**src/rtl/vga_pkg.sv**
```systemverilog
// Shared constants and types for the VGA raster pipeline: default 640x480 timing,
// test-pattern mode encodings, colour-bar table and the per-pixel flag bundle.
package vga_pkg;

  localparam int H_SYNC_DEF   = 96;
  localparam int H_BP_DEF     = 48;
  localparam int H_ACTIVE_DEF = 640;
  localparam int H_FP_DEF     = 16;
  localparam int V_SYNC_DEF   = 2;
  localparam int V_BP_DEF     = 33;
  localparam int V_ACTIVE_DEF = 480;
  localparam int V_FP_DEF     = 10;

  typedef enum logic [1:0] {
    PAT_PASS  = 2'd0,
    PAT_BARS  = 2'd1,
    PAT_GRID  = 2'd2,
    PAT_BLACK = 2'd3
  } pat_mode_e;

  // One bit per channel {R,G,B}; bar 0 (left edge) is the rightmost entry.
  localparam logic [7:0][2:0] BAR_RGB = {
    3'b000, 3'b001, 3'b100, 3'b101, 3'b010, 3'b011, 3'b110, 3'b111
  };

  typedef struct packed {
    logic       hs;
    logic       vs;
    logic       de;
    logic       fs;
    logic [9:0] x;
    logic [9:0] y;
  } vga_flags_t;

endpackage

```
**src/rtl/vga_timing_pipe_if.sv**
```systemverilog
// Frame-RAM read port plus the registered video bundle toward image_process / DAC.
interface vga_timing_pipe_if #(
  parameter int DATA_W = 12,
  parameter int ADDR_W = 19
);
  // pix_data must carry the RAM word for the pix_addr presented exactly RD_LAT cycles
  // earlier; there is no valid/ready, the scan never stalls. All video outputs are
  // registered and mutually aligned to vga_data.
  logic [ADDR_W-1:0] pix_addr;
  logic [DATA_W-1:0] pix_data;
  logic              hs;
  logic              vs;
  logic              de;
  logic [9:0]        pos_x;
  logic [9:0]        pos_y;
  logic              frame_start;
  logic [DATA_W-1:0] vga_data;

  modport master (
    output pix_addr, hs, vs, de, pos_x, pos_y, frame_start, vga_data,
    input  pix_data
  );

  modport slave (
    input  pix_addr, hs, vs, de, pos_x, pos_y, frame_start, vga_data,
    output pix_data
  );
endinterface

```
**src/rtl/vga_pattern_gen.sv**
```systemverilog
// Combinational test-pattern source: colour bars, 32-pixel grid or black, by (x, y).
module vga_pattern_gen
  import vga_pkg::*;
#(
  parameter int H_ACTIVE = H_ACTIVE_DEF,
  parameter int DATA_W   = 12
) (
  input  pat_mode_e         mode,
  input  logic [9:0]        x,
  input  logic [9:0]        y,
  output logic [DATA_W-1:0] pix
);

  localparam int BAR_W = H_ACTIVE / 8;
  localparam int CH_W  = DATA_W / 3;

  logic [2:0] bar_idx;
  logic [2:0] rgb;

  always_comb begin
    bar_idx = '0;
    // Threshold compare instead of a divider: bar index = number of boundaries passed.
    for (int i = 1; i < 8; i++) begin
      if (x >= 10'(i * BAR_W)) bar_idx = 3'(i);
    end

    rgb = 3'b000;
    case (mode)
      PAT_BARS: rgb = BAR_RGB[bar_idx];
      PAT_GRID: rgb = ((x[4:0] == 5'd0) || (y[4:0] == 5'd0)) ? 3'b111 : 3'b000;
      default:  rgb = 3'b000;
    endcase

    pix = '0;
    pix[DATA_W-1        -: CH_W] = {CH_W{rgb[2]}};
    pix[DATA_W-1-CH_W   -: CH_W] = {CH_W{rgb[1]}};
    pix[DATA_W-1-2*CH_W -: CH_W] = {CH_W{rgb[0]}};
  end

endmodule

```
**src/rtl/vga_timing_pipe.sv**
```systemverilog
// Parametrised VGA raster generator: counters, look-ahead RAM addressing, flag delay line
// matching the RAM latency, and the registered pass-through / test-pattern output mux.
module vga_timing_pipe
  import vga_pkg::*;
#(
  parameter int H_SYNC   = H_SYNC_DEF,
  parameter int H_BP     = H_BP_DEF,
  parameter int H_ACTIVE = H_ACTIVE_DEF,
  parameter int H_FP     = H_FP_DEF,
  parameter int V_SYNC   = V_SYNC_DEF,
  parameter int V_BP     = V_BP_DEF,
  parameter int V_ACTIVE = V_ACTIVE_DEF,
  parameter int V_FP     = V_FP_DEF,
  parameter bit HS_POL   = 1'b0,
  parameter bit VS_POL   = 1'b0,
  parameter int RD_LAT   = 2,
  parameter int DATA_W   = 12,
  parameter int ADDR_W   = 19
) (
  input  logic                vga_clk,
  input  logic                rst_n,
  input  logic                en,
  input  logic [1:0]          pattern_mode,
  vga_timing_pipe_if.master   bus
);

  localparam int H_TOT  = H_SYNC + H_BP + H_ACTIVE + H_FP;
  localparam int V_TOT  = V_SYNC + V_BP + V_ACTIVE + V_FP;
  localparam int HCNT_W = $clog2(H_TOT);
  localparam int VCNT_W = $clog2(V_TOT);

  localparam logic [HCNT_W-1:0] H_LAST      = HCNT_W'(H_TOT - 1);
  localparam logic [HCNT_W-1:0] H_SYNC_END  = HCNT_W'(H_SYNC);
  localparam logic [HCNT_W-1:0] H_ACT_START = HCNT_W'(H_SYNC + H_BP);
  localparam logic [HCNT_W-1:0] H_ACT_END   = HCNT_W'(H_SYNC + H_BP + H_ACTIVE - 1);
  localparam logic [VCNT_W-1:0] V_LAST      = VCNT_W'(V_TOT - 1);
  localparam logic [VCNT_W-1:0] V_SYNC_END  = VCNT_W'(V_SYNC);
  localparam logic [VCNT_W-1:0] V_ACT_START = VCNT_W'(V_SYNC + V_BP);
  localparam logic [VCNT_W-1:0] V_ACT_END   = VCNT_W'(V_SYNC + V_BP + V_ACTIVE - 1);

  localparam vga_flags_t FLAGS_IDLE = '{hs: !HS_POL, vs: !VS_POL, de: 1'b0, fs: 1'b0,
                                        x: 10'd0, y: 10'd0};

  logic [HCNT_W-1:0] hcnt_q, hcnt_d;
  logic [VCNT_W-1:0] vcnt_q, vcnt_d;
  logic [ADDR_W-1:0] pix_addr_q, pix_addr_d;
  pat_mode_e         mode_q, mode_d;
  vga_flags_t        pipe_q [RD_LAT+1];
  vga_flags_t        pipe_d [RD_LAT+1];
  logic [DATA_W-1:0] vga_data_q, vga_data_d;
  logic [DATA_W-1:0] pat_pix;

  logic       h_wrap, v_wrap, h_act, v_act, de0, last_pix;
  vga_flags_t st0;

  always_comb begin
    h_wrap   = (hcnt_q == H_LAST);
    v_wrap   = h_wrap && (vcnt_q == V_LAST);
    h_act    = (hcnt_q >= H_ACT_START) && (hcnt_q <= H_ACT_END);
    v_act    = (vcnt_q >= V_ACT_START) && (vcnt_q <= V_ACT_END);
    de0      = en && h_act && v_act;
    last_pix = de0 && (hcnt_q == H_ACT_END) && (vcnt_q == V_ACT_END);

    // Stage 0 is the raster position whose address is on pix_addr this cycle.
    st0    = FLAGS_IDLE;
    st0.hs = (en && (hcnt_q < H_SYNC_END)) ? HS_POL : !HS_POL;
    st0.vs = (en && (vcnt_q < V_SYNC_END)) ? VS_POL : !VS_POL;
    st0.de = de0;
    st0.fs = de0 && (hcnt_q == H_ACT_START) && (vcnt_q == V_ACT_START);
    st0.x  = de0 ? 10'(hcnt_q - H_ACT_START) : 10'd0;
    st0.y  = de0 ? 10'(vcnt_q - V_ACT_START) : 10'd0;
  end

  always_comb begin
    hcnt_d     = hcnt_q;
    vcnt_d     = vcnt_q;
    pix_addr_d = pix_addr_q;
    mode_d     = mode_q;
    if (!en) begin
      hcnt_d     = '0;
      vcnt_d     = '0;
      pix_addr_d = '0;
      mode_d     = pat_mode_e'(pattern_mode);
    end else begin
      hcnt_d = h_wrap ? '0 : hcnt_q + HCNT_W'(1);
      if (h_wrap) vcnt_d = v_wrap ? '0 : vcnt_q + VCNT_W'(1);
      // Mode only changes between frames so a frame is never torn.
      if (v_wrap) begin
        pix_addr_d = '0;
        mode_d     = pat_mode_e'(pattern_mode);
      end else if (de0) begin
        pix_addr_d = last_pix ? '0 : pix_addr_q + ADDR_W'(1);
      end
    end
  end

  always_comb begin
    pipe_d[0] = st0;
    for (int k = 1; k <= RD_LAT; k++) pipe_d[k] = pipe_q[k-1];
  end

  vga_pattern_gen #(
    .H_ACTIVE (H_ACTIVE),
    .DATA_W   (DATA_W)
  ) u_pattern_gen (
    .mode (mode_q),
    .x    (pipe_q[RD_LAT-1].x),
    .y    (pipe_q[RD_LAT-1].y),
    .pix  (pat_pix)
  );

  // Tap one stage early so the registered pixel lines up with the last flag stage.
  always_comb begin
    vga_data_d = '0;
    if (pipe_q[RD_LAT-1].de) vga_data_d = (mode_q == PAT_PASS) ? bus.pix_data : pat_pix;
  end

  always_ff @(posedge vga_clk or negedge rst_n) begin
    if (!rst_n) begin
      hcnt_q     <= '0;
      vcnt_q     <= '0;
      pix_addr_q <= '0;
      mode_q     <= PAT_PASS;
      vga_data_q <= '0;
      for (int k = 0; k <= RD_LAT; k++) pipe_q[k] <= FLAGS_IDLE;
    end else begin
      hcnt_q     <= hcnt_d;
      vcnt_q     <= vcnt_d;
      pix_addr_q <= pix_addr_d;
      mode_q     <= mode_d;
      vga_data_q <= vga_data_d;
      for (int k = 0; k <= RD_LAT; k++) pipe_q[k] <= pipe_d[k];
    end
  end

  assign bus.pix_addr    = pix_addr_q;
  assign bus.hs          = pipe_q[RD_LAT].hs;
  assign bus.vs          = pipe_q[RD_LAT].vs;
  assign bus.de          = pipe_q[RD_LAT].de;
  assign bus.frame_start = pipe_q[RD_LAT].fs;
  assign bus.pos_x       = pipe_q[RD_LAT].x;
  assign bus.pos_y       = pipe_q[RD_LAT].y;
  assign bus.vga_data    = vga_data_q;

endmodule

```
**src/flat_wrapper.sv**
```systemverilog
// flat-port wrapper written by rule: the top's interface ports become plain ports
module vga_timing_pipe_flat import vga_pkg::*;
#(
  parameter int H_SYNC   = H_SYNC_DEF,
  parameter int H_BP     = H_BP_DEF,
  parameter int H_ACTIVE = H_ACTIVE_DEF,
  parameter int H_FP     = H_FP_DEF,
  parameter int V_SYNC   = V_SYNC_DEF,
  parameter int V_BP     = V_BP_DEF,
  parameter int V_ACTIVE = V_ACTIVE_DEF,
  parameter int V_FP     = V_FP_DEF,
  parameter bit HS_POL   = 1'b0,
  parameter bit VS_POL   = 1'b0,
  parameter int RD_LAT   = 2,
  parameter int DATA_W   = 12,
  parameter int ADDR_W   = 19
)
  (vga_clk, rst_n, en, pattern_mode, bus_pix_addr, bus_hs, bus_vs, bus_de, bus_pos_x, bus_pos_y, bus_frame_start, bus_vga_data, bus_pix_data);
  vga_timing_pipe_if #(.DATA_W(DATA_W), .ADDR_W(ADDR_W)) bus_i ();
  input  logic vga_clk;
  input  logic rst_n;
  input  logic en;
  input  logic [1:0] pattern_mode;
  output wire logic [$bits(bus_i.pix_addr)-1:0] bus_pix_addr;
  output wire logic [$bits(bus_i.hs)-1:0] bus_hs;
  output wire logic [$bits(bus_i.vs)-1:0] bus_vs;
  output wire logic [$bits(bus_i.de)-1:0] bus_de;
  output wire logic [$bits(bus_i.pos_x)-1:0] bus_pos_x;
  output wire logic [$bits(bus_i.pos_y)-1:0] bus_pos_y;
  output wire logic [$bits(bus_i.frame_start)-1:0] bus_frame_start;
  output wire logic [$bits(bus_i.vga_data)-1:0] bus_vga_data;
  input wire logic [$bits(bus_i.pix_data)-1:0] bus_pix_data;
  assign bus_pix_addr = bus_i.pix_addr;
  assign bus_hs = bus_i.hs;
  assign bus_vs = bus_i.vs;
  assign bus_de = bus_i.de;
  assign bus_pos_x = bus_i.pos_x;
  assign bus_pos_y = bus_i.pos_y;
  assign bus_frame_start = bus_i.frame_start;
  assign bus_vga_data = bus_i.vga_data;
  assign bus_i.pix_data = bus_pix_data;
  vga_timing_pipe #(.H_SYNC(H_SYNC), .H_BP(H_BP), .H_ACTIVE(H_ACTIVE), .H_FP(H_FP), .V_SYNC(V_SYNC), .V_BP(V_BP), .V_ACTIVE(V_ACTIVE), .V_FP(V_FP), .HS_POL(HS_POL), .VS_POL(VS_POL), .RD_LAT(RD_LAT), .DATA_W(DATA_W), .ADDR_W(ADDR_W)) u_core (.vga_clk(vga_clk), .rst_n(rst_n), .en(en), .pattern_mode(pattern_mode), .bus(bus_i));
endmodule
```
**config.mk**
```make
export PLATFORM = sky130hd
export DESIGN_NAME = vga_timing_pipe_flat
export DESIGN_NICKNAME = d
export VERILOG_FILES = /design/src/rtl/vga_pkg.sv /design/src/rtl/vga_timing_pipe_if.sv /design/src/rtl/vga_pattern_gen.sv /design/src/rtl/vga_timing_pipe.sv /design/src/flat_wrapper.sv
export SDC_FILE = /design/constraint.sdc
export NUM_CORES = 1
export LEC_CHECK = 0
export ABC_AREA = 1
export CORE_MARGIN = 3
export CORE_UTILIZATION = 40
export DETAILED_ROUTE_END_ITERATION = 16
export SKIP_CTS_REPAIR_TIMING = 1
export SYNTH_ARGS = -nofsm -noshare
export SYNTH_HDL_FRONTEND = slang
export SYNTH_HIERARCHICAL = 1
export SYNTH_SLANG_ARGS = --single-unit
```
**constraint.sdc**
```tcl
create_clock -name vga_clk -period 1.7 [get_ports vga_clk]
set_clock_uncertainty 0.1 [all_clocks]
set_input_delay 0.34 -clock vga_clk [delete_from_list [all_inputs] [get_ports vga_clk]]
set_output_delay 0.34 -clock vga_clk [all_outputs]
set_load 0.01 [all_outputs]
```
# Yosys cells after proc, flatten, opt, wreduce, memory -nomap -nowiden
# Memories as Yosys holds them, arrays and structs flattened.
# Cells that the tools add are included.
# totals
regBits	125
mem_bits_ro	24
in_bits	17
output_inout_bits	55
word_cells	96
n_memories	1
# mem_list
memory	depth	word_bits	read_ports	rd_clocked_by_memory_dff	write_ports	line_no	source
(no name shown)	8	3	1	0	0	vga_pattern_gen.sv:29	PAT_BARS: rgb = BAR_RGB[bar_idx];
# op_classes
n_addsub	5
order_cmp	14
n_eq_ne	11
mux	27
n_reduce_logical	15
# op_table
operator	count
19-bit two-way mux	4
10-bit two-way mux	7
10-bit == test, second input constant	4
10-bit by 8-bit greater-or-equal comparator with 1-bit output, second input constant	3
10-bit by 9-bit greater-or-equal comparator with 1-bit output, second input constant	3
12-bit two-way mux	2
3-bit two-way mux	8
10-bit by 1-bit adder with 10-bit output, second input constant	2
10-bit less-or-equal comparator, second input constant	2
19-bit by 1-bit adder with 19-bit output, second input constant	1
1-bit logical AND	11
10-bit by 6-bit == test with 1-bit output, second input constant	1
10-bit by 8-bit == test with 1-bit output, second input constant	1
10-bit greater-or-equal comparator, second input constant	1
10-bit by 6-bit greater-or-equal comparator with 1-bit output, second input constant	1
10-bit by 7-bit greater-or-equal comparator with 1-bit output, second input constant	1
5-bit zero test	2
10-bit by 2-bit less-than comparator with 1-bit output, second input constant	1
10-bit by 7-bit less-than comparator with 1-bit output, second input constant	1
10-bit by 6-bit subtractor with 10-bit output, second input constant	1
10-bit by 8-bit subtractor with 10-bit output, second input constant	1
3-bit case mux with 2 select lines	1
3-bit by 4-bit less-than comparator with 1-bit output, second input constant	1
2-bit two-way mux	2
other kinds (7)	10

# Depth between registers and ports, before layout
# depth
depth_word	13
ltp_mapped	14
depth_no_buf	13

# Modules after synthesis
# The synthesis kept the hierarchy.
# modules_own_cells
module	n_inst	cells_each	area_per_inst_um2	seq_area_each_um2
vga_timing_pipe	1	561	5241.3	3135.5
vga_pattern_gen	1	61	322.8	0.0

# Least setup slack after synthesis
# OpenSTA, ideal clock, no wires.
# synth_path
path_type	flip-flop to flip-flop
startpoint	reg u_core.hcnt_q[4]
endpoint	reg u_core.pix_addr_q[9] (netlist: u_core/bus.pix_addr[9])
setup_time_ns	0.118
t_arrival_ns	1.652
t_required_ns	1.482
path_slack_ns	-0.169
path_stages_with_launch	12
path_buffers	1
period_less_slack_ns	1.869
path_cell_list	dfrtp_1 > inv_1 > ha_1 > a21oi_2 > nor2_1 > nand2_2 > nand3_4 > nor2_8 > nor2_8 > buf_4 > nand2_1 > nand2_1
# synth_between
elab_chain_cells	10
elab_cells_between_ends	15
classes_between	order compare (2); eq/ne (3); mux (4); reduce/logical (6)
# synth_lines
item	line_no	source
from (decl)	vga_timing_pipe.sv:44	logic [HCNT_W-1:0] hcnt_q, hcnt_d;
from (signal assigned)	vga_timing_pipe.sv:127	hcnt_q <= hcnt_d;
10-bit by 8-bit greater-or-equal comparator with 1-bit output or 10-bit less-or-equal comparator (tied branches)	vga_timing_pipe.sv:59	h_act = (hcnt_q >= H_ACT_START) && (hcnt_q <= H_ACT_END);
1-bit logical AND	vga_timing_pipe.sv:59	
1-bit logical AND (2 in a row)	vga_timing_pipe.sv:61	de0 = en && h_act && v_act;
1-bit logical AND (2 in a row)	vga_timing_pipe.sv:62	last_pix = de0 && (hcnt_q == H_ACT_END) && (vcnt_q == V_ACT_END);
19-bit two-way mux	vga_timing_pipe.sv:92	pix_addr_d = last_pix ? '0 : pix_addr_q + ADDR_W'(1);
19-bit two-way mux	vga_timing_pipe.sv:91	end else if (de0) begin
19-bit two-way mux	vga_timing_pipe.sv:88	if (v_wrap) begin
19-bit two-way mux	vga_timing_pipe.sv:79	if (!en) begin
to (signal assigned)	vga_timing_pipe.sv:129	pix_addr_q <= pix_addr_d;
to (decl)	vga_timing_pipe.sv:46	logic [ADDR_W-1:0] pix_addr_q, pix_addr_d;
# Parallel ways exist; a longest one is shown, timed or not. The select of a mux whose other input is x is not followed.
# A chain may end at the register's enable or synchronous reset.

# Worst setup path in the final report
# layout_path
startpoint	reg u_core.hcnt_q[1]
endpoint	reg u_core.pix_addr_q[9] (netlist: u_core/bus.pix_addr[9])
# The elaborated chain is that of the path after synthesis.

==> results by group <==
Floorplan
  • Num ports: 72
  • Initial Util: 0.415
  • Die X-Extent: 124 um
  • Rows: 42
  • Die area: 15400 sq um
  • Core area: 13400 sq um
  • Die Ht: 124 um

Timing
  • Max Fclk: 522 MHz
  • Finish-stage setup viols: 49
  • Unrepaired setup endpoints after global routing: yes
  • Max-slew violation count: 0
  • Final TNS setup: -5.43 ns
  • Final Cycle Share: 1.13
  • Relative slew slack: 0.733
  • Final Hold Violating Endpoints: 0
  • Final worst setup slack: -0.215 ns
  • Least-Margin Pin Slew: 0.401 ns
  • Tmin final: 1.92 ns

Power
  • Switching share of power: 0.211
  • Reg power frac: 0.420
  • Power share of the clock group: 0.522
  • Leakage power: 4.97 nW
  • Power Density: 883 nW/um^2
  • Internal: 5.72 mW
  • Worst IR Drop VDD: 0.529 mV
  • NetSw: 1.53 mW
  • Logic gate share of total power: 0.059

Detailed routing
  • DRC Markers: 0
  • Wire length per cell: 13.9 um
  • DR pass1 iterations: 6
  • WL final: 13.7 mm
  • Via count: 4766
  • Antenna-violating nets left: 0
  • Vias per cell: 4.82
  • 1st-iter DRT viols: 367

Flow run
  • Max Cap Viol: 0

Yosys
  • Sequential area share after synthesis: 0.564
  • Yosys reg bits: 125
  • Syn Nets: 651
  • Synth warnings: 6
  • Synthesized cell area: 5560 sq um
  • Mapped Cells: 622
  • Mean Syn Cell Area: 8.95 sq um
  • Ys flop type: dfrtp_1
  • Post-synth EDFFs: 0
  • Async SR Flop Fraction: 1.00
  • Distinct cells, synth: 36

Worst setup path
  • Worst-path fanout max: 8
  • CP Data Arrival Time: 2.11 ns
  • Worst setup EP type: flop
  • Critical Path Slowest Stage Cell: dfrtp_1
  • Crit-path cells: inv_1, ha_1, nand2_1, inv_1, nand4_1, nand2_2, nand3_4, nor2_8, buf_12, nor2_4, nand2_1, nand2_1
  • Type of origin of the critical path: flop
  • Worst Path Required: 1.90 ns
  • Buf+Inv Stages, Crit Path: 3
  • Crit-path leading delay family: simple AND/OR/NAND/NOR gates
  • Critical path type: reg2reg
  • Max stage delay on crit path: 0.39 ns
  • Most frequent cell on the critical path: nand2_1

Final layout
  • Layout cells sized above 1: 0.283
  • Area delta synth->final: 47.3%
  • Fin nets: 828
  • ANT cells: 0

CTS
  • TritonCTS Buffers: 17
  • H-tree levels: 4
  • CTS max path bufs: 2
  • CTS clock-pin slew for the worst setup and hold paths: 0.06 ns
  • CTS sink count: 125
  • Skew-Pair Late Insertion Delay: 0.41 ns
  • Root buffer cell: clkbuf_16
  • CTS tree: yes

Placed design
  • IO buf count: 71
  • Place WS: -0.220 ns
  • GP Congestion: 0.923
  • Dpl hpwl: 9.47 mm

Global routing
  • Vias in the first global route: 4476
  • Global route overflow: 0
  • Initial antenna violation count: 0
  • Tot GR Track Use: 0.177
  • First-pass GRT wire length: 21.2 mm
  • Largest net degree at the start of global routing: 51

Run status
  • Status: finished with violations
  • Failing checks: negative setup slack

Min path
  • Hold WC Path Type: reg2reg
## synth_stat cells, types with 2 or more instances
cell      number  area, sq um
nand2_2        6         37.5
a21oi_2        2         17.5
nor3_1        17         85.1
o21ai_0       26          130
o21bai_1       3         22.5
nor2_1       109          409
inv_2          7         26.3
nand4_1        9         56.3
a21oi_1       17         85.1
buf_4         11         82.6
dfstp_2        6          158
dfrtp_1      119         2980
nand3_1       35          175
nor2_2         3         18.8
xnor2_1        3         26.3
inv_1         52          195
nand2_1      137          514
clkbuf_1       3         11.3
a31oi_1        5         31.3
nor3_2         2         20.0
buf_2          8         40.0
nor2_8         2         40.0
ha_1          12          150
xor2_1        16          140
## per-layer routing
metal  share of wire  GRT usage  routed length (um)  up-vias
li1                -          -                   -     2329
met1            0.44      0.233                6070     2244
met2            0.47      0.283                6410      168
met3           0.072     0.0495                 992       25
met4           0.019     0.0623                 260        0
met5               0          0                   0        -
## final cells by class
| type | count | area, sq um |
|---|---|---|
| repair buffers | 178 | 1710 |
| fillers | 1087 | 5200 |
| clock inverters | 11 | 165 |
| well taps | 176 | 220 |
| inverters | 59 | 229 |
| flip-flops and latches | 125 | 3150 |
| multi-input cells | 418 | 2260 |
| clock buffers | 21 | 460 |
## stage by stage
stage                     utilization  total power [mW]  cell area, sq um  instances  hold WS [ns]
after CTS                       0.576              7.29              7720        970        -0.276
final                           0.612              7.24              8200        988         0.244
after floorplan                     -              3.29              5590        622       -0.0556
after detailed placement        0.529              3.47              7090        938         0.162
after global placement          0.529              3.46              7090        938         0.159
after global routing            0.612              7.53              8200        988         0.250
## power groups by stage
| stage | combinational, mW | sequential, mW | clock (mW) |
|---|---|---|---|
| floorplan | 0.204 | 3.09 | 0 |
| global placement | 0.370 | 3.09 | 0 |
| detailed placement | 0.376 | 3.09 | 0 |
| CTS | 0.382 | 3.04 | 3.87 |
| global route | 0.473 | 3.04 | 4.01 |
| finish | 0.425 | 3.04 | 3.78 |
## kinds of logic (layout without fill, tap and decap cells)
family | count (synthesis) | after routing | share of synthesized area
compound gates | 58 | 58 | 0.0585
buf+inv | 82 | 269 | 0.0659
fa+ha+maj | 12 | 12 | 0.0270
xor+xnor | 19 | 19 | 0.0299
flops | 125 | 125 | 0.564
simple gates | 326 | 329 | 0.255
## placed cells by master, fill, tap and decap left out, types with 3 or more instances in the layout
| cell type | count |
|---|---|
| a21oi_1 | 14 |
| a21oi_2 | 4 |
| a31oi_1 | 5 |
| buf_12 | 3 |
| buf_4 | 101 |
| bufinv_16 | 4 |
| clkbuf_16 | 18 |
| clkdlybuf4s50_1 | 15 |
| clkinv_2 | 4 |
| dfrtp_1 | 107 |
| dfrtp_2 | 12 |
| dfstp_2 | 6 |
| dlymetal6s2s_1 | 55 |
| ha_1 | 7 |
| ha_2 | 3 |
| inv_1 | 46 |
| inv_2 | 10 |
| inv_4 | 3 |
| nand2_1 | 122 |
| nand2_2 | 20 |
| nand3_1 | 34 |
| nand4_1 | 9 |
| nor2_1 | 103 |
| nor2_2 | 7 |
| nor2_4 | 5 |
| nor3_1 | 15 |
| nor3_2 | 4 |
| o21ai_0 | 18 |
| o21ai_1 | 3 |
| o21ai_2 | 6 |
| o21bai_1 | 3 |
| xnor2_1 | 3 |
| xor2_1 | 16 |
## state kept, by name (all words and copies together), names as in the netlist, 2 cells and up
signal               cells
u_core/pipe_d           48
u_core/bus.pix_addr     19
u_core/bus.vga_data     12
u_core/bus.pos_x        10
u_core/bus.pos_y        10
u_core/hcnt_q           10
u_core/vcnt_q           10
u_core/mode_q            2
## worst reg2reg max path, delay by kind of cell (launching register included)
family | cells | cell delay [ns]
adders and majority gates | 1 | 0.16
buffers and inverters | 3 | 0.33
DFF | 1 | 0.39
and+or+nand+nor | 8 | 0.82
## final timing paths
kind / start / cells after the start / to / slack, ns
worst min-delay path: u_core/pipe_d[27] / 0 / u_core/pipe_d[3] / 0.24
max in group asynchronous: rst_n / 3 / u_core/pipe_d[22] / 0.61
worst max register to register: u_core/hcnt_q[1] / 12 / u_core/bus.pix_addr[9] / -0.22
min in group asynchronous: rst_n / 2 / u_core/bus.pos_x[5] / 0.28
worst min register to register: u_core/pipe_d[27] / 0 / u_core/pipe_d[3] / 0.24
worst max-delay path: u_core/hcnt_q[1] / 12 / u_core/bus.pix_addr[9] / -0.22
Power figures use the tool's default switching activity.
